## src/rtl/vga_fill.sv

```systemverilog
// vga_fill: rectangle-fill bus master that writes 4bpp pixels into VRAM through
// the vga slave port. The CPU programs X0/Y0/W/H/COLOR, then starts the engine,
// which walks the clipped rectangle word by word and issues masked 32-bit writes.
// Optional build macro VGA_FILL_RMW_EN: pixel-exact edges using read-modify-write
// on edge words that contain a half-covered byte.
module vga_fill #(
  parameter int unsigned H_PIX      = 424,
  parameter int unsigned V_PIX      = 240,
  parameter int unsigned LINE_WORDS = 53,
  parameter logic [14:0] BASE_ADDR  = 15'd0
) (
  input  logic        clk,
  input  logic        reset_n_i,
  input  logic        sel_i,
  input  logic        wr_en_i,
  input  logic [2:0]  address_in_i,
  input  logic [31:0] data_in_i,
  output logic [31:0] data_out_o,
  output logic        ack_o,
  output logic        m_sel_o,
  output logic        m_wr_en_o,
  output logic [3:0]  m_wr_mask_o,
  output logic [15:0] m_address_o,
  output logic [31:0] m_data_o,
  input  logic [31:0] m_data_i,
  input  logic        m_ack_i,
  output logic        irq_o
);

`ifdef VGA_FILL_RMW_EN
  localparam bit RMW_EN = 1'b1;
`else
  localparam bit RMW_EN = 1'b0;
`endif

  localparam logic [10:0] H_LIM    = 11'(H_PIX);
  localparam logic [10:0] V_LIM    = 11'(V_PIX);
  localparam logic [9:0]  X_MAX    = 10'(H_PIX - 1);
  localparam logic [9:0]  Y_MAX    = 10'(V_PIX - 1);
  localparam logic [14:0] ROW_STEP = 15'(LINE_WORDS);

  typedef enum logic [2:0] {IDLE, SETUP, RREQ, WREQ, NEXT, DONE} state_t;

  state_t      state_q;
  logic [9:0]  x0_q, y0_q, w_q, h_q;
  logic [3:0]  color_q;
  logic        busy_q, done_q, abort_q;
  logic [9:0]  xs_q, xe_q, ye_q, cur_y_q;
  logic [5:0]  cur_xw_q;
  logic [14:0] row_off_q;

  logic [10:0] sum_x, sum_y;
  logic [9:0]  xe_exact, setup_xs, setup_xe, setup_ye, xe_odd;
  logic        clip_empty;

  logic        last_word, go_done, iss_partial;
  logic [5:0]  iss_xw;
  logic [9:0]  iss_y, iss_xs, iss_xe;
  logic [14:0] iss_row, iss_addr;
  logic [3:0]  iss_mask;
  logic [31:0] fill_data, rd_merged;

  logic        unused_din;
  assign unused_din = ^data_in_i[31:10];

  // Byte b of a word is touched when either of its two pixels lies in [xs..xe];
  // pixels 2k and 2k+1 of the word live in byte 3-k.
  function automatic logic [3:0] byte_mask(input logic [5:0] xw, input logic [9:0] xs,
                                           input logic [9:0] xe);
    logic [9:0] p;
    byte_mask = 4'b0000;
    for (int k = 0; k < 4; k++) begin
      p = {1'b0, xw, 3'b000} + 10'(2 * k);
      if (((p + 10'd1) >= xs) && (p <= xe)) byte_mask[2'(3 - k)] = 1'b1;
    end
  endfunction

  assign fill_data = {8{color_q}};

  // Clip the programmed rectangle against the screen to get the walk bounds.
  always_comb begin
    sum_x      = {1'b0, x0_q} + {1'b0, w_q};
    sum_y      = {1'b0, y0_q} + {1'b0, h_q};
    clip_empty = ({1'b0, x0_q} >= H_LIM) || ({1'b0, y0_q} >= V_LIM) ||
                 (w_q == 10'd0) || (h_q == 10'd0);
    xe_exact   = (sum_x > H_LIM) ? X_MAX : (x0_q + w_q - 10'd1);
    setup_ye   = (sum_y > V_LIM) ? Y_MAX : (y0_q + h_q - 10'd1);
    xe_odd     = xe_exact | 10'd1;
    if (RMW_EN) begin
      setup_xs = x0_q;
      setup_xe = xe_exact;
    end else begin
      setup_xs = {x0_q[9:1], 1'b0};
      setup_xe = (xe_odd > X_MAX) ? X_MAX : xe_odd;
    end
  end

  // Pick the word the next request targets: first word from SETUP, successor from NEXT.
  always_comb begin
    last_word = 1'b0;
    iss_xw    = cur_xw_q;
    iss_y     = cur_y_q;
    iss_row   = row_off_q;
    iss_xs    = xs_q;
    iss_xe    = xe_q;
    if (state_q == SETUP) begin
      iss_xw  = setup_xs[8:3];
      iss_y   = y0_q;
      iss_row = {5'b00000, y0_q} * ROW_STEP;
      iss_xs  = setup_xs;
      iss_xe  = setup_xe;
    end else if (cur_xw_q == xe_q[8:3]) begin
      last_word = (cur_y_q == ye_q);
      iss_xw    = xs_q[8:3];
      iss_y     = cur_y_q + 10'd1;
      iss_row   = row_off_q + ROW_STEP;
    end else begin
      iss_xw    = cur_xw_q + 6'd1;
    end
    iss_addr    = BASE_ADDR + iss_row + {9'b0, iss_xw};
    iss_mask    = byte_mask(iss_xw, iss_xs, iss_xe);
    iss_partial = RMW_EN && ((iss_xs[0] && (iss_xs[8:3] == iss_xw)) ||
                             (!iss_xe[0] && (iss_xe[8:3] == iss_xw)));
    go_done     = abort_q || ((state_q == SETUP) ? clip_empty : last_word);
  end

`ifdef VGA_FILL_RMW_EN
  // Pixel n of a word (bits [31-4n -: 4]) is painted when it lies in [xs..xe].
  function automatic logic [7:0] nib_cover(input logic [5:0] xw, input logic [9:0] xs,
                                           input logic [9:0] xe);
    logic [9:0] p;
    nib_cover = 8'h00;
    for (int n = 0; n < 8; n++) begin
      p = {1'b0, xw, 3'b000} + 10'(n);
      nib_cover[n] = (p >= xs) && (p <= xe);
    end
  endfunction

  logic [7:0] cover;

  // Merge the colour into the word just read back, keeping uncovered pixels.
  always_comb begin
    cover     = nib_cover(cur_xw_q, xs_q, xe_q);
    rd_merged = m_data_i;
    for (int n = 0; n < 8; n++) begin
      if (cover[n]) rd_merged[31 - 4 * n -: 4] = color_q;
    end
  end
`else
  logic unused_rd;
  assign unused_rd = ^m_data_i;
  assign rd_merged = fill_data;
`endif

  // Register slave, status bookkeeping and the fill FSM with registered bus outputs.
  always_ff @(posedge clk or negedge reset_n_i) begin
    if (!reset_n_i) begin
      state_q     <= IDLE;
      x0_q        <= '0;
      y0_q        <= '0;
      w_q         <= '0;
      h_q         <= '0;
      color_q     <= '0;
      busy_q      <= 1'b0;
      done_q      <= 1'b0;
      abort_q     <= 1'b0;
      xs_q        <= '0;
      xe_q        <= '0;
      ye_q        <= '0;
      cur_y_q     <= '0;
      cur_xw_q    <= '0;
      row_off_q   <= '0;
      data_out_o  <= '0;
      ack_o       <= 1'b0;
      m_sel_o     <= 1'b0;
      m_wr_en_o   <= 1'b0;
      m_wr_mask_o <= '0;
      m_address_o <= '0;
      m_data_o    <= '0;
      irq_o       <= 1'b0;
    end else begin
      ack_o      <= sel_i;
      irq_o      <= 1'b0;
      data_out_o <= '0;

      if (sel_i) begin
        if (wr_en_i) begin
          if (!busy_q) begin
            case (address_in_i)
              3'd0:    x0_q    <= data_in_i[9:0];
              3'd1:    y0_q    <= data_in_i[9:0];
              3'd2:    w_q     <= data_in_i[9:0];
              3'd3:    h_q     <= data_in_i[9:0];
              3'd4:    color_q <= data_in_i[3:0];
              default: ;
            endcase
          end
          if (address_in_i == 3'd5) begin
            if (data_in_i[1]) begin
              if (busy_q) abort_q <= 1'b1;
            end else if (data_in_i[0] && !busy_q) begin
              busy_q  <= 1'b1;
              state_q <= SETUP;
            end
          end
        end else begin
          case (address_in_i)
            3'd0:    data_out_o <= {22'b0, x0_q};
            3'd1:    data_out_o <= {22'b0, y0_q};
            3'd2:    data_out_o <= {22'b0, w_q};
            3'd3:    data_out_o <= {22'b0, h_q};
            3'd4:    data_out_o <= {28'b0, color_q};
            3'd5: begin
              data_out_o <= {30'b0, done_q, busy_q};
              done_q     <= 1'b0;
            end
            default: data_out_o <= '0;
          endcase
        end
      end

      case (state_q)
        SETUP, NEXT: begin
          if (go_done) begin
            state_q <= DONE;
          end else begin
            xs_q        <= iss_xs;
            xe_q        <= iss_xe;
            ye_q        <= setup_ye;
            cur_xw_q    <= iss_xw;
            cur_y_q     <= iss_y;
            row_off_q   <= iss_row;
            m_address_o <= {1'b0, iss_addr};
            m_wr_mask_o <= iss_mask;
            m_sel_o     <= 1'b1;
            if (iss_partial) begin
              m_wr_en_o <= 1'b0;
              state_q   <= RREQ;
            end else begin
              m_wr_en_o <= 1'b1;
              m_data_o  <= fill_data;
              state_q   <= WREQ;
            end
          end
        end
        RREQ: begin
          if (m_sel_o && m_ack_i) begin
            m_sel_o <= 1'b0;
            if (abort_q) begin
              state_q <= DONE;
            end else begin
              m_wr_en_o <= 1'b1;
              m_data_o  <= rd_merged;
              state_q   <= WREQ;
            end
          end
        end
        WREQ: begin
          if (m_sel_o && m_ack_i) begin
            m_sel_o   <= 1'b0;
            m_wr_en_o <= 1'b0;
            state_q   <= NEXT;
          end else if (!m_sel_o) begin
            m_sel_o <= 1'b1;
          end
        end
        DONE: begin
          irq_o   <= 1'b1;
          done_q  <= 1'b1;
          busy_q  <= 1'b0;
          abort_q <= 1'b0;
          state_q <= IDLE;
        end
        default: ;
      endcase
    end
  end

endmodule

```

## config.mk

```make
export PLATFORM = sky130hd
export DESIGN_NAME = vga_fill
export DESIGN_NICKNAME = d
export VERILOG_FILES = /design/src/rtl/vga_fill.sv
export SDC_FILE = /design/constraint.sdc
export NUM_CORES = 1
export LEC_CHECK = 0
export ABC_AREA = 0
export ABC_CLOCK_PERIOD_IN_PS = 6500
export BUFFER_PORTS_ARGS = -buffer_cell sky130_fd_sc_hd__buf_2
export CORE_UTILIZATION = 40
export DETAILED_ROUTE_END_ITERATION = 12
export SETUP_SLACK_MARGIN = 0.3
export SLEW_MARGIN = 5
export SYNTH_ARGS = -nofsm -noshare
export SYNTH_HDL_FRONTEND = slang
export SYNTH_SLANG_ARGS = --single-unit
export TNS_END_PERCENT = 100
```

## constraint.sdc

```tcl
create_clock -name clk -period 6.5 [get_ports clk]
set_input_delay 0.325 -clock clk [delete_from_list [all_inputs] [get_ports clk]]
set_output_delay 0.325 -clock clk [all_outputs]
set_load 0.01 [all_outputs]
```

# [After elaboration in Yosys (flattened, before gate mapping)]
# Cells that the tools add are included.
[op_classes] addsub=14 multipliers=1 div_mod_pow=0 magnitude_cmp=9 eq_ne=18 n_shift=0 mux=56 bitwise=2 n_reduce_logical=35
[ops] operator="two-way mux 32 bit" count=3
[ops] operator="two-way mux 10 bit" count=9
[ops] operator="case mux 32 bit (2 select lines)" count=1
[ops] operator="case mux 10 bit (6 select lines)" count=1
[ops] operator="adder 10 x 1 -> 10 bit, second input constant" count=3
[ops] operator="two-way mux 15 bit" count=2
[ops] operator="two-way mux 3 bit" count=9
[ops] operator="two-way mux 1 bit" count=26
[ops] operator="AND reduction 4 bit" count=6
[ops] operator="adder 10 x 10 -> 11 bit" count=2
[ops] operator="adder 10 bit" count=2
[ops] operator="adder 9 x 3 -> 10 bit, second input constant" count=2
[ops] operator=">= comparator 10 bit" count=2
[ops] operator="less-or-equal comparator 10 bit" count=2
[ops] operator="logical NOT 10 bit" count=2
[ops] operator="subtractor 10 x 1 -> 10 bit, second input constant" count=2
[ops] operator="nonzero test 2 bit" count=8
[ops] operator="adder 15 x 6 -> 15 bit" count=1
[ops] operator="adder 15 x 6 -> 15 bit, second input constant" count=1
[ops] operator="multiplier 10 x 6 -> 15 bit, second input constant" count=1
[ops] operator="AND reduction 5 bit" count=3
[ops] operator="== test 3 x 2 -> 1 bit, second input constant" count=4
[ops] operator="== test 3 bit, second input constant" count=4
[ops] operator="two-way mux 6 bit" count=2
[ops] operator="22 further kinds" count=37
[word_totals] reg_bits=196 latchBits=0 ramBits=0 romBits=0 elab_cells=158 n_memories=0

# [Logic depth before layout (Yosys ltp)]
# Gate-level depths: netlist (run 1).
[logic_depth] depth_word=9 ltp_mapped=23

# [Least setup slack after synthesis (run 1)]
# OpenSTA, ideal clock, no wires.
[synth_timing] path_kind="register to register" startpoint="register x0_q[1]" endpoint="register m_wr_mask_o[1]" setup_time_ps=122 t_arrival_ps=4050 required_ps=6378 slack_ps=2329 stages_incl_launch_ff=23 path_buffers=1 synth_period_minus_slack_ps=4171 cell_sequence="dfrtp_1 inv_1 ha_1 inv_1 ha_1 inv_1 fa_1 nor2b_1 o31a_1 o21ai_1 a21oi_1 xnor2_1 a311oi_2 and3_1 buf_4 a22oi_1 ha_1 nand3_1 a211oi_2 nand2_1 o221ai_1 a21oi_1 a32o_1"
[synth_via] elab_chain_len=9 elab_cells_between_ends=21 classes_between="3 x add/sub; 5 x order compare; 6 x mux; 1 x bitwise; 6 x reduce/logical"
[synth_rtl] element="start: declaration" line_no="45" rtl="logic [9:0] x0_q, y0_q, w_q, h_q;"
[synth_rtl] element="start signal: assignment" line_no="190" rtl="3'd0: x0_q <= data_in_i[9:0];"
[synth_rtl] element="adder 10 bit / adder 10 x 10 -> 11 bit (equally long branches)" line_no="86, 82"
[synth_rtl] element="subtractor 10 x 1 -> 10 bit / greater-than comparator 11 x 9 -> 1 bit (equally long branches)" line_no="86" rtl="xe_exact = (sum_x > H_LIM) ? X_MAX : (x0_q + w_q - 10'd1);"
[synth_rtl] element="two-way mux 10 bit" line_no="86"
[synth_rtl] element="greater-than comparator 10 x 9 -> 1 bit" line_no="94" rtl="setup_xe = (xe_odd > X_MAX) ? X_MAX : xe_odd;"
[synth_rtl] element="two-way mux 10 bit" line_no="94"
[synth_rtl] element="two-way mux 10 bit" line_no="106" rtl="if (state_q == SETUP) begin"
[synth_rtl] element="less-or-equal comparator 10 bit" line_no="74" rtl="if (((p + 10'd1) >= xs) && (p <= xe)) byte_mask[2'(3 - k)] = 1'b1;"
[synth_rtl] element="logical AND 1 bit" line_no="74"
[synth_rtl] element="two-way mux 1 bit" line_no="74"
[synth_rtl] element="end signal: assignment" line_no="234" rtl="m_wr_mask_o <= iss_mask;"
[synth_rtl] element="end: declaration" line_no="22" rtl="output logic [3:0] m_wr_mask_o,"
# Several ways; a longest one is shown, not always the timed one.
# A chain may end at the register's enable or synchronous reset.

# [Final worst setup path (run 1)]
# Ends and elaborated chain as after synthesis.

==> flow_metrics.py, run 1 <==
metrics = {
    "outcome": {
        "status": "complete, no violations",
    },
    "place": {
        "dp.cells": 1641,
        "placed_cell_area_mm2": 0.01181,
        "numPortBuffers": 80,
        "gp_congestion": 0.8166,
        "hpwl_um": 20400,
        "dp_slack_ps": 1644,
    },
    "logic_synthesis": {
        "synth_edf_count": 0,
        "synth-xor-area-share": 0.05402,
        "synthAdderAreaFrac": 0.1600,
        "synth_cell_types": 81,
        "syn_area_per_cell_um2": 9.141,
        "yosysSeqAreaShare": 0.3226,
        "synth_flop_cell": "dfrtp_1",
        "synth_seq_cells": 146,
        "yosys-top-cells-area": "dfrtp_1 32%, ha_1 13%, mux2_2 4.8%",
        "async_flop_share": 1.000,
        "synth_top_family_by_area": "adder cells",
        "synth_top_area_frac": 0.3226,
        "ys_warn_count": 0,
        "synth_compound_area_frac": 0.1564,
        "yosys.area_share.simple": 0.1401,
        "synth_mux_area_frac": 0.07159,
        "syn-cell-area_mm2": 0.01133,
        "synthCells": 1239,
        "post-synth-top-area-cell": "dfrtp_1",
    },
    "routing": {
        "vias_per_cell": 5.226,
        "vias": 8749,
        "drc_errors": 0,
        "dr.pass1.iters": 4,
        "finalWirelength_um": 27210,
        "ant_nets": 0,
        "drt_iter0_drc": 535,
        "wl_per_cell_um": 16.25,
    },
    "worst_setup_path": {
        "path_class": "flip-flop to flip-flop",
        "critical_path_arrival_ps": 5200,
        "critPathLaunchType": "flip-flop",
        "crit_path_max_fanout": 6,
        "crit_path_end_kind": "flip-flop",
        "critical_path_required_ps": 6830,
    },
    "sta": {
        "max_slew_margin": 0.2934,
        "fmax_mhz": 205.4,
        "hold_viol": 0,
        "min_period_ps": 4870,
        "drv_slew": 0,
        "setup-tns-final_ps": 0,
        "hold_slack_ps": 16.92,
        "setup_slack_ps": 1630,
        "final.period_utilization": 0.7492,
        "setup_viol": 0,
        "worst_pin_slew_ps": 1052,
        "rsz0062_at_grt": "false",
        "finClkSkew_ps": 17.21,
    },
    "run": {
        "maxCapViolCount": 0,
    },
    "layout": {
        "final_cell_count_no_fill": 1674,
        "final-seq-area_mm2": 0.003654,
        "stdcell_area_mm2": 0.01245,
        "fillerInstances": 2752,
        "diodes": 0,
        "final_common_cell": "dfrtp_1",
        "layout_common_cells": "146 x dfrtp_1, 134 x inv_1, 116 x ha_1",
        "multi_input_area_mm2": 0.006695,
        "drive_gt1_frac": 0.1582,
        "finish.net_count": 1489,
        "area_growth_syn_to_layout_pct": 9.910,
    },
    "cts": {
        "cts_resized": 0,
        "clock_path_buffers": 2,
        "h-tree-depth": 4,
        "cts_buffers": 17,
        "cts_sinks": 146,
        "cts_tree": "built",
        "root_buffer": "clkbuf_16",
        "clk_latency_ps": 440,
        "cts.reportedPaths.clkPinSlew_ps": 80,
    },
    "grt": {
        "grt_max_degree": 85,
        "overflow": 0,
        "grt_pass1_vias": 8260,
        "grt_use_total": 0.1946,
        "grt_first_pass_wirelength_um": 44050,
        "antenna_found_initial": 0,
    },
    "die": {
        "boundaryPins": 160,
        "start_util": 0.4077,
        "num_rows": 61,
        "die_h_um": 170.3,
        "dieArea_mm2": 0.02899,
        "core_mm2": 0.02778,
        "die_w_um": 170.3,
    },
    "pwr": {
        "power.density_mw_per_mm2": 606.5,
        "ir_worst_vdd_uv": 316.3,
        "leakage_nw": 5.887,
    },
    "hold_path": {
        "hp-class": "primary input to flip-flop",
    },
}
-- synth_stat cells (all sizes together) (9+ instances only) --
cell type and instances:
o22ai 10, nand3 20, nand4 11, ha 116, xor2 20, a21oi 72, nor2b 21, inv 134
a21o 19, and3 9, o21ai 72, nand2 107, mux2 50, buf 69, clkbuf 21, nor3 20
nor4 10, mux2i 9, nor2 89, a31oi 14, dfrtp 146, fa 18, xnor2 49, o21a 15
-- sequential cells by signal, summed over array words and instances (netlist names), 2 cells and up --
| name | count |
|---|---|
| cur_y_q | 10 |
| state_q | 3 |
| ye_q | 10 |
| data_out_o | 10 |
| x0_q | 10 |
| m_address_o | 15 |
| xs_q | 10 |
| h_q | 10 |
| w_q | 10 |
| m_wr_mask_o | 2 |
| m_data_o | 4 |
| y0_q | 10 |
| color_q | 4 |
| xe_q | 10 |
| row_off_q | 15 |
| cur_xw_q | 6 |
-- path summary, 6_finish.rpt --
kind                                              end  slack (ps)                        from  depth (start not counted)
max                        m_wr_mask_o[1]$_DFFE_PN0P_        1630         x0_q[1]$_DFFE_PN0P_                         21
min                                   ack_o$_DFF_PN0_          20                       sel_i                          1
max reg2reg                m_wr_mask_o[1]$_DFFE_PN0P_        1630         x0_q[1]$_DFFE_PN0P_                         21
min reg2reg                m_address_o[0]$_DFFE_PN0P_         470  m_address_o[0]$_DFFE_PN0P_                          2
max in group asynchronous          h_q[8]$_DFFE_PN0P_        4560                   reset_n_i                          3
min in group asynchronous      cur_y_q[8]$_DFFE_PN0P_         450                   reset_n_i                          2
-- power breakdown --
group	internal [W]	switching, W	total (W)	leakage, nW
logic	0.00208	0.00276	0.00484	3.79
clock network	0.000533	0.000513	0.00105	0.304
registers	0.00124	0.000425	0.00166	1.79
-- worst max-delay path: stages (launching register included) --
cell and delay (ps):
dfrtp_1 480, inv_1 120, ha_1 350, inv_1 70, ha_1 190, inv_1 60
fa_1 380, nor2b_1 250, o31a_1 180, o21ai_1 80, a21oi_1 180, xnor2_1 110
a311oi_2 400, and3_1 350, a22oi_1 120, ha_1 310, nand3_1 110, a211oi_2 300
nand2_1 110, o221ai_1 260, a21oi_1 80, a32o_1 260
-- cells by family after synthesis --
logic type	Yosys count
AND/OR/NAND/NOR	326
AO/OA/AOI/OAI	273
multiplexers	66
XOR/XNOR	69
adder cells (fa/ha/maj)	134
flip-flops	146
buffers and inverters	224
other	1
-- per-stage QoR --
step	util	total power, W
6_report	0.4481	0.007550
5_1_grt	0.4481	0.008300
4_1_cts	0.4481	0.007589
3_5_place_dp	0.4250	0.006495
3_3_place_gp	0.4250	0.006424
2_1_floorplan	-	0.005396
-- cell type report --
cell class,instances,share of cell area
tap,378,0.03799
clock buffer,17,0.03417
multi-input combinational,893,0.5378
inverter,134,0.04041
clock inverter,15,0.01658
sequential,146,0.2935
timing repair buffer,91,0.03950
-- repair_timing --
item                      4_1_cts  5_1_grt
hold buffers                    1        0
hold endpoints to repair       62        0
buffers inserted                0        0
-- routing by layer --
layer / share of wire / up-vias / global-route usage
li1: - / 4303 / -
met1: 0.49 / 4284 / 0.2751
met2: 0.47 / 144 / 0.3152
met3: 0.029 / 18 / 0.02488
met4: 0.0092 / 0 / 0.04465
met5: 0 / - / 0
(Power assumes the default switching activity.)
==> inputs of run 2 (changes only) <==
--- a/config.mk
+++ b/config.mk
@@ -5,8 +5,8 @@
 export SDC_FILE = /design/constraint.sdc
 export NUM_CORES = 1
 export LEC_CHECK = 0
-export ABC_AREA = 0
-export ABC_CLOCK_PERIOD_IN_PS = 6500
+export ABC_AREA = 1
+export ABC_CLOCK_PERIOD_IN_PS = 4390
 export BUFFER_PORTS_ARGS = -buffer_cell sky130_fd_sc_hd__buf_2
 export CORE_UTILIZATION = 40
 export DETAILED_ROUTE_END_ITERATION = 12
==> constraint.sdc (replaced) <==
create_clock -name clk -period 4.39 [get_ports clk]
set_input_delay 0.2195 -clock clk [delete_from_list [all_inputs] [get_ports clk]]
set_output_delay 0.2195 -clock clk [all_outputs]
set_load 0.01 [all_outputs]
==> run 2 against run 1 <==
Combinational power rose by 63%; final area rose by 7.3%; first-iteration DRC count rose by 25%; count of clock-buffer cells in the layout rose by 1; area after synthesis rose by 3.7%; non-clock buffer count rose by 38; largest power group unchanged.
==> flow_metrics.py, run 2 <==
metrics = {
    "outcome": {
        "status": "complete, no violations",
    },
    "sta": {
        "drv_slew": 0,
        "worst_pin_slew_ps": 864.3,
        "finClkSkew_ps": 12.13,
        "final.period_utilization": 0.8746,
        "max_slew_margin": 0.4230,
        "setup-tns-final_ps": 0,
        "min_period_ps": 3839,
        "fmax_mhz": 260.5,
        "setup_viol": 0,
        "rsz0062_at_grt": "false",
        "hold_viol": 0,
    },
    "layout": {
        "multi_input_area_mm2": 0.006894,
        "drive_gt1_frac": 0.1494,
        "fillerInstances": 2933,
        "top_regs": "m_address_o (15), row_off_q (15)",
        "final_common_cell": "nand2_1",
        "finish.net_count": 1866,
        "final_util": 0.4641,
        "diodes": 0,
        "final_cell_count_no_fill": 2057,
        "final-seq-area_mm2": 0.003661,
        "area_growth_syn_to_layout_pct": 13.67,
        "layout_common_cells": "346 x nand2_1, 246 x inv_1, 140 x dfrtp_1",
    },
    "logic_synthesis": {
        "synthTopCellsByCount": "352 x nand2_1, 258 x inv_1, 146 x dfrtp_1, 128 x o21ai_0, 116 x ha_1",
        "synth_top_area_frac": 0.3109,
        "async_flop_share": 1.000,
        "yosys-top-cells-area": "dfrtp_1 31%, ha_1 12%, nand2_1 11%",
        "post-synth-top-area-cell": "dfrtp_1",
        "synth_seq_cells": 146,
        "synth_cell_types": 60,
        "yosysSeqAreaShare": 0.3109,
        "synthCells": 1575,
        "synth_edf_count": 0,
        "yosysMostFrequentCell": "nand2_1",
        "ys_warn_count": 0,
        "syn-cell-area_mm2": 0.01175,
        "syn_area_per_cell_um2": 7.460,
        "synth_flop_cell": "dfrtp_1",
    },
    "place": {
        "numPortBuffers": 80,
        "gp_congestion": 0.8476,
        "hpwl_um": 22640,
        "dp.cells": 1997,
    },
    "worst_setup_path": {
        "critPathLaunchType": "flip-flop",
        "timing.rr.start": "y0_q[3]$_DFFE_PN0P_",
        "rrSetupSlack_ps": 550,
        "path_class": "flip-flop to flip-flop",
        "rr_worst_depth": 21,
        "crit_family": "adder cells",
        "critical-path-max-stage-delay_ps": 530,
        "cp.buffers_inverters": 3,
        "cp_common_cell": "nand2_1",
        "crit_path_end_kind": "flip-flop",
        "r2r-end": "m_address_o[13]$_DFFE_PN0P_",
        "critical_path_arrival_ps": 4170,
        "critical_path.cell_chain": "inv_1 -> ha_1 -> inv_1 -> fa_1 -> inv_1 -> fa_1 -> ha_4 -> nand2_1 -> o21ai_1 -> nand2_1 -> nand2_1 -> a21oi_1 -> xor2_1 -> nand2_1 -> nand2_1 -> nor2_4 -> nand3_1 -> nor2_1 -> nand3_1 -> nand3_1 -> nand2_1",
        "crit_path_max_fanout": 7,
        "slowest_stage": "fa_1",
        "critical_path_required_ps": 4720,
    },
    "die": {
        "dieArea_mm2": 0.03006,
        "start_util": 0.4083,
        "core_mm2": 0.02878,
        "die_w_um": 173.4,
        "num_rows": 62,
        "die_h_um": 173.4,
        "boundaryPins": 160,
    },
    "routing": {
        "vias_per_cell": 4.983,
        "wl_per_cell_um": 14.62,
        "vias": 10251,
        "ant_nets": 0,
        "dr.pass1.iters": 6,
        "drc_errors": 0,
        "drt_iter0_drc": 668,
        "finalWirelength_um": 30070,
    },
    "pwr": {
        "p_switching_w": 0.005932,
        "clkPwrFrac": 0.123,
        "internal_power_w": 0.005635,
        "leakage_nw": 6.927,
        "swShare": 0.5128,
        "finalPower_w": 0.01157,
        "power.density_mw_per_mm2": 866.0,
        "combPwrFrac": 0.681,
        "pwr-share-seq": 0.196,
        "ir_worst_vdd_uv": 445.2,
    },
    "cts": {
        "cts_sinks": 146,
        "cts_tree": "built",
        "clock_path_buffers": 2,
        "cts_buffers": 17,
        "h-tree-depth": 4,
        "cts.reportedPaths.clkPinSlew_ps": 70,
        "clk_latency_ps": 440,
        "root_buffer": "clkbuf_16",
    },
    "grt": {
        "grt_pass1_vias": 9339,
        "grt_first_pass_wirelength_um": 48550,
        "grt_max_degree": 71,
        "antenna_found_initial": 0,
        "grt.busiest_layer": "met2",
        "met3_usage": 0.02719,
        "overflow": 0,
        "grtUsageMet1": 0.2806,
        "grt_use_total": 0.2022,
        "use_met2": 0.3317,
    },
    "hold_path": {
        "hp-class": "primary input to flip-flop",
        "holdPathEnd": "data_out_o[1]$_DFF_PN0_",
        "hp-start": "wr_en_i",
        "hold_depth": 4,
    },
    "run": {
        "maxCapViolCount": 0,
    },
}
[run 2: changes by cell type in the layout (fill, tap and decap cells not counted), sizes merged, moves of 35 or more]
cell	before	now
inv	142	267
nand2	107	359
nand3	20	72
mux2	50	0
o21ai	72	144
buf	90	127
xnor2	49	14
[run 2: layer usage]
metal	vias up	part of all wire
li1	5193	-
met1	4774	0.48
met2	253	0.46
met3	31	0.042
met4	0	0.014
met5	-	0
[run 2: cell families after synthesis]
group,after synthesis,share of synthesized area
simple gates,614,0.2271
compound gates,275,0.1341
other cells,1,0.0003191
fa+ha+maj,134,0.1542
flops,146,0.3109
xor+xnor,53,0.03951
buf+inv,350,0.1311
mux,2,0.002769
[run 2: worst max-delay path by stage]
stage / startpoint / endpoint / slack (ps) / cells after the start
finish: y0_q[3]$_DFFE_PN0P_ / m_address_o[13]$_DFFE_PN0P_ / 550 / 21
global placement: w_q[1]$_DFFE_PN0P_ / m_wr_mask_o[0]$_DFFE_PN0P_ / 330 / 30
global route: x0_q[8]$_DFFE_PN0P_ / m_wr_mask_o[0]$_DFFE_PN0P_ / 270 / 26
floorplan: x0_q[1]$_DFFE_PN0P_ / m_wr_mask_o[0]$_DFFE_PN0P_ / 760 / 30
CTS: y0_q[3]$_DFFE_PN0P_ / m_address_o[13]$_DFFE_PN0P_ / 310 / 21
detailed placement: w_q[1]$_DFFE_PN0P_ / m_wr_mask_o[0]$_DFFE_PN0P_ / 260 / 30
[run 2: timing repair]
item                       in CTS  in global routing
hold buffers                    2                  0
setup buffers                   0                 26
setup endpoints to repair       2                 11
hold endpoints to repair       59                  0
pin swaps                       0                  5
resized for setup               2                 64
[run 2: power by group through the flow]
stage	sequential, W	clock, W	combinational, W
finish	0.00227	0.00142	0.00788
floorplan	0.00222	0	0.00572
detailed placement	0.00229	0	0.00731
global placement	0.00228	0	0.00719
CTS	0.00227	0.00144	0.00738
global route	0.00235	0.00151	0.00900
[run 2: cell type report]
| class | count | share of cell area |
|---|---|---|
| Clock buffer | 18 | 0.03213 |
| Timing Repair Buffer | 129 | 0.05836 |
| Inverter | 263 | 0.07419 |
| Sequential cell | 146 | 0.2741 |
| Tap cell | 384 | 0.03597 |
| Multi-Input combinational cell | 1103 | 0.5162 |
| Clock inverter | 14 | 0.009087 |
[run 2: worst register-to-register path, delay by kind of cell (launching register included)]
family,cells,cell delay (ps)
adders and majority gates,4,1670
AOI/OAI and AO/OA,2,260
buffers and inverters,3,200
xor gates and xnor gates,1,140
DFF,1,460
and+or+nand+nor,11,1000
[run 2: stage by stage]
step                      worst slack (ps)  instance area, µm²  hold slack [ps]
after floorplan                      759.2               11840           -76.09
after global placement               328.2               12330            247.6
after detailed placement             262.9               12330            255.2
after CTS                            314.2               12910            74.06
after global routing                 267.8               13360            104.0
final                                550.6               13360            82.35
==> inputs of run 3 (changes only) <==
--- a/config.mk
+++ b/config.mk
@@ -9,6 +9,7 @@
 export ABC_CLOCK_PERIOD_IN_PS = 4390
 export BUFFER_PORTS_ARGS = -buffer_cell sky130_fd_sc_hd__buf_2
 export CORE_UTILIZATION = 40
+export CTS_BUF_LIST = sky130_fd_sc_hd__clkbuf_8
 export DETAILED_ROUTE_END_ITERATION = 12
 export SETUP_SLACK_MARGIN = 0.3
 export SLEW_MARGIN = 5
==> run 3 against run 2 <==
Clock power shrank 26%; via count shrank 0.19%; critical path depth is the same; final area shrank 1.4%; fmax grew 0.20%; worst hold slack lost 52 ps; critical path type unchanged; worst setup slack gained 7.5 ps; flip-flop and latch count is the same; largest cell class unchanged; highest routed layer unchanged.
==> flow_metrics.py, run 3 (synthesis results as in run 2) <==
metrics = {
    "sta": {
        "setup-tns-final_ps": 0,
        "final.period_utilization": 0.8729,
        "hold_viol": 0,
        "fmax_mhz": 261.0,
        "min_period_ps": 3832,
        "setup_viol": 0,
        "hold_slack_ps": 29.93,
        "worst_pin_slew_ps": 868.4,
        "drv_slew": 0,
        "finClkSkew_ps": 19.21,
        "max_slew_margin": 0.4203,
        "rsz0062_at_grt": "true",
    },
    "routing": {
        "dr.pass1.iters": 5,
        "finalWirelength_um": 29800,
        "wl_per_cell_um": 14.47,
        "vias_per_cell": 4.967,
        "ant_nets": 0,
        "drt_iter0_drc": 664,
        "vias": 10232,
        "drc_errors": 0,
    },
    "layout": {
        "fillerInstances": 2958,
        "top_regs": "m_address_o (15), row_off_q (15)",
        "final-seq-area_mm2": 0.003662,
        "layout_common_cells": "348 x nand2_1, 247 x inv_1, 139 x dfrtp_1",
        "multi_input_area_mm2": 0.006874,
        "finish.net_count": 1869,
        "area_growth_syn_to_layout_pct": 12.08,
        "diodes": 0,
        "stdcell_area_mm2": 0.01317,
        "final_common_cell": "nand2_1",
        "drive_gt1_frac": 0.1492,
    },
    "cts": {
        "cts_tree": "built",
        "h-tree-depth": 4,
        "root_buffer": "clkbuf_8",
        "cts.reportedPaths.clkPinSlew_ps": 90,
        "clk_latency_ps": 490,
        "cts_sinks": 146,
        "cts_buffers": 17,
        "clock_path_buffers": 2,
    },
    "hold_path": {
        "hp-class": "primary input to flip-flop",
    },
    "worst_setup_path": {
        "crit_path_end_kind": "flip-flop",
        "critical_path_arrival_ps": 4210,
        "rrSetupSlack_ps": 560,
        "crit_path_max_fanout": 7,
        "critical_path_required_ps": 4760,
        "path_class": "flip-flop to flip-flop",
        "critPathLaunchType": "flip-flop",
    },
    "grt": {
        "grt_max_degree": 71,
        "overflow": 0,
        "grt_first_pass_wirelength_um": 48440,
        "grt_use_total": 0.2015,
        "antenna_found_initial": 0,
        "grt_pass1_vias": 9319,
    },
    "place": {
        "placed_cell_area_mm2": 0.01233,
        "hpwl_um": 22640,
        "gp_congestion": 0.8476,
        "numPortBuffers": 80,
    },
    "die": {
        "core_mm2": 0.02878,
        "num_rows": 62,
        "start_util": 0.4083,
        "die_h_um": 173.4,
        "die_w_um": 173.4,
        "boundaryPins": 160,
        "dieArea_mm2": 0.03006,
    },
    "pwr": {
        "finalPower_w": 0.01115,
        "ir_worst_vdd_uv": 428.1,
        "power.density_mw_per_mm2": 847.0,
        "leakage_nw": 6.858,
    },
    "run": {
        "maxCapViolCount": 0,
    },
    "outcome": {
        "status": "complete, no violations",
    },
}
## run 3: worst max-delay path: stages, from the launching register on
cell	delay [ps]
dfrtp_2	480
inv_1	80
ha_1	310
inv_1	60
fa_1	520
inv_1	50
fa_1	520
ha_4	300
nand2_1	50
o21ai_1	200
nand2_1	100
nand2_1	70
a21oi_1	60
xor2_1	140
nand2_1	60
nand2_1	150
nor2_4	160
nand3_1	90
nor2_1	100
nand3_1	70
nand3_1	70
nand2_1	60
## run 3: final timing paths
check                                                 start                          end  cells after the start
worst max-delay path                    y0_q[3]$_DFFE_PN0P_  m_address_o[13]$_DFFE_PN0P_                     21
worst min-delay path                                wr_en_i      data_out_o[1]$_DFF_PN0_                      4
worst max register to register          y0_q[3]$_DFFE_PN0P_  m_address_o[13]$_DFFE_PN0P_                     21
worst min register to register  m_address_o[13]$_DFFE_PN0P_  m_address_o[13]$_DFFE_PN0P_                      2
max in group asynchronous                         reset_n_i           w_q[0]$_DFFE_PN0P_                      3
min in group asynchronous                         reset_n_i      cur_xw_q[3]$_DFFE_PN0P_                      2
## run 3: final cells by class
class,instances,share of cell area
inverters,263,0.07525
clock buffers,17,0.01777
clock inverters,15,0.009501
repair buffers,132,0.06090
flip-flops and latches,146,0.2781
multi-input cells,1103,0.5220
well taps,384,0.03648
## run 3: stage by stage
stage,cells,setup WS [ps],util
after global routing,2060,257.0,0.4576
after floorplan,1599,759.2,-
final,2060,558.1,0.4576
after CTS,2031,314.3,0.4418
after global placement,1997,328.2,0.4286
after detailed placement,1997,262.9,0.4286
## run 3: layer usage
layer / wire (µm) / vias to the layer above / track usage
met4: 420 / 0 / 0.04757
li1: - / 5191 / -
met2: 13930 / 229 / 0.3303
met5: 0 / - / 0
met3: 1342 / 26 / 0.02741
met1: 14110 / 4786 / 0.2803
## run 3: timing repair
item | 4_1_cts | 5_1_grt
gates resized for setup | 2 | 61
buffers inserted | 0 | 29
hold buffers | 2 | 0
cloned | 0 | 0
setup endpoints to repair | 2 | 11
endpoints found under the hold margin | 59 | 0
pin swaps | 0 | 5
## run 3: power by group
| part | internal (W) | total [W] | switching (W) | leakage, nW |
|---|---|---|---|---|
| registers | 0.00182 | 0.00226 | 0.000444 | 1.83 |
| logic | 0.00307 | 0.00784 | 0.00478 | 4.85 |
| clock network | 0.000407 | 0.00105 | 0.000641 | 0.183 |
| total | 0.00529 | 0.0112 | 0.00586 | 6.86 |
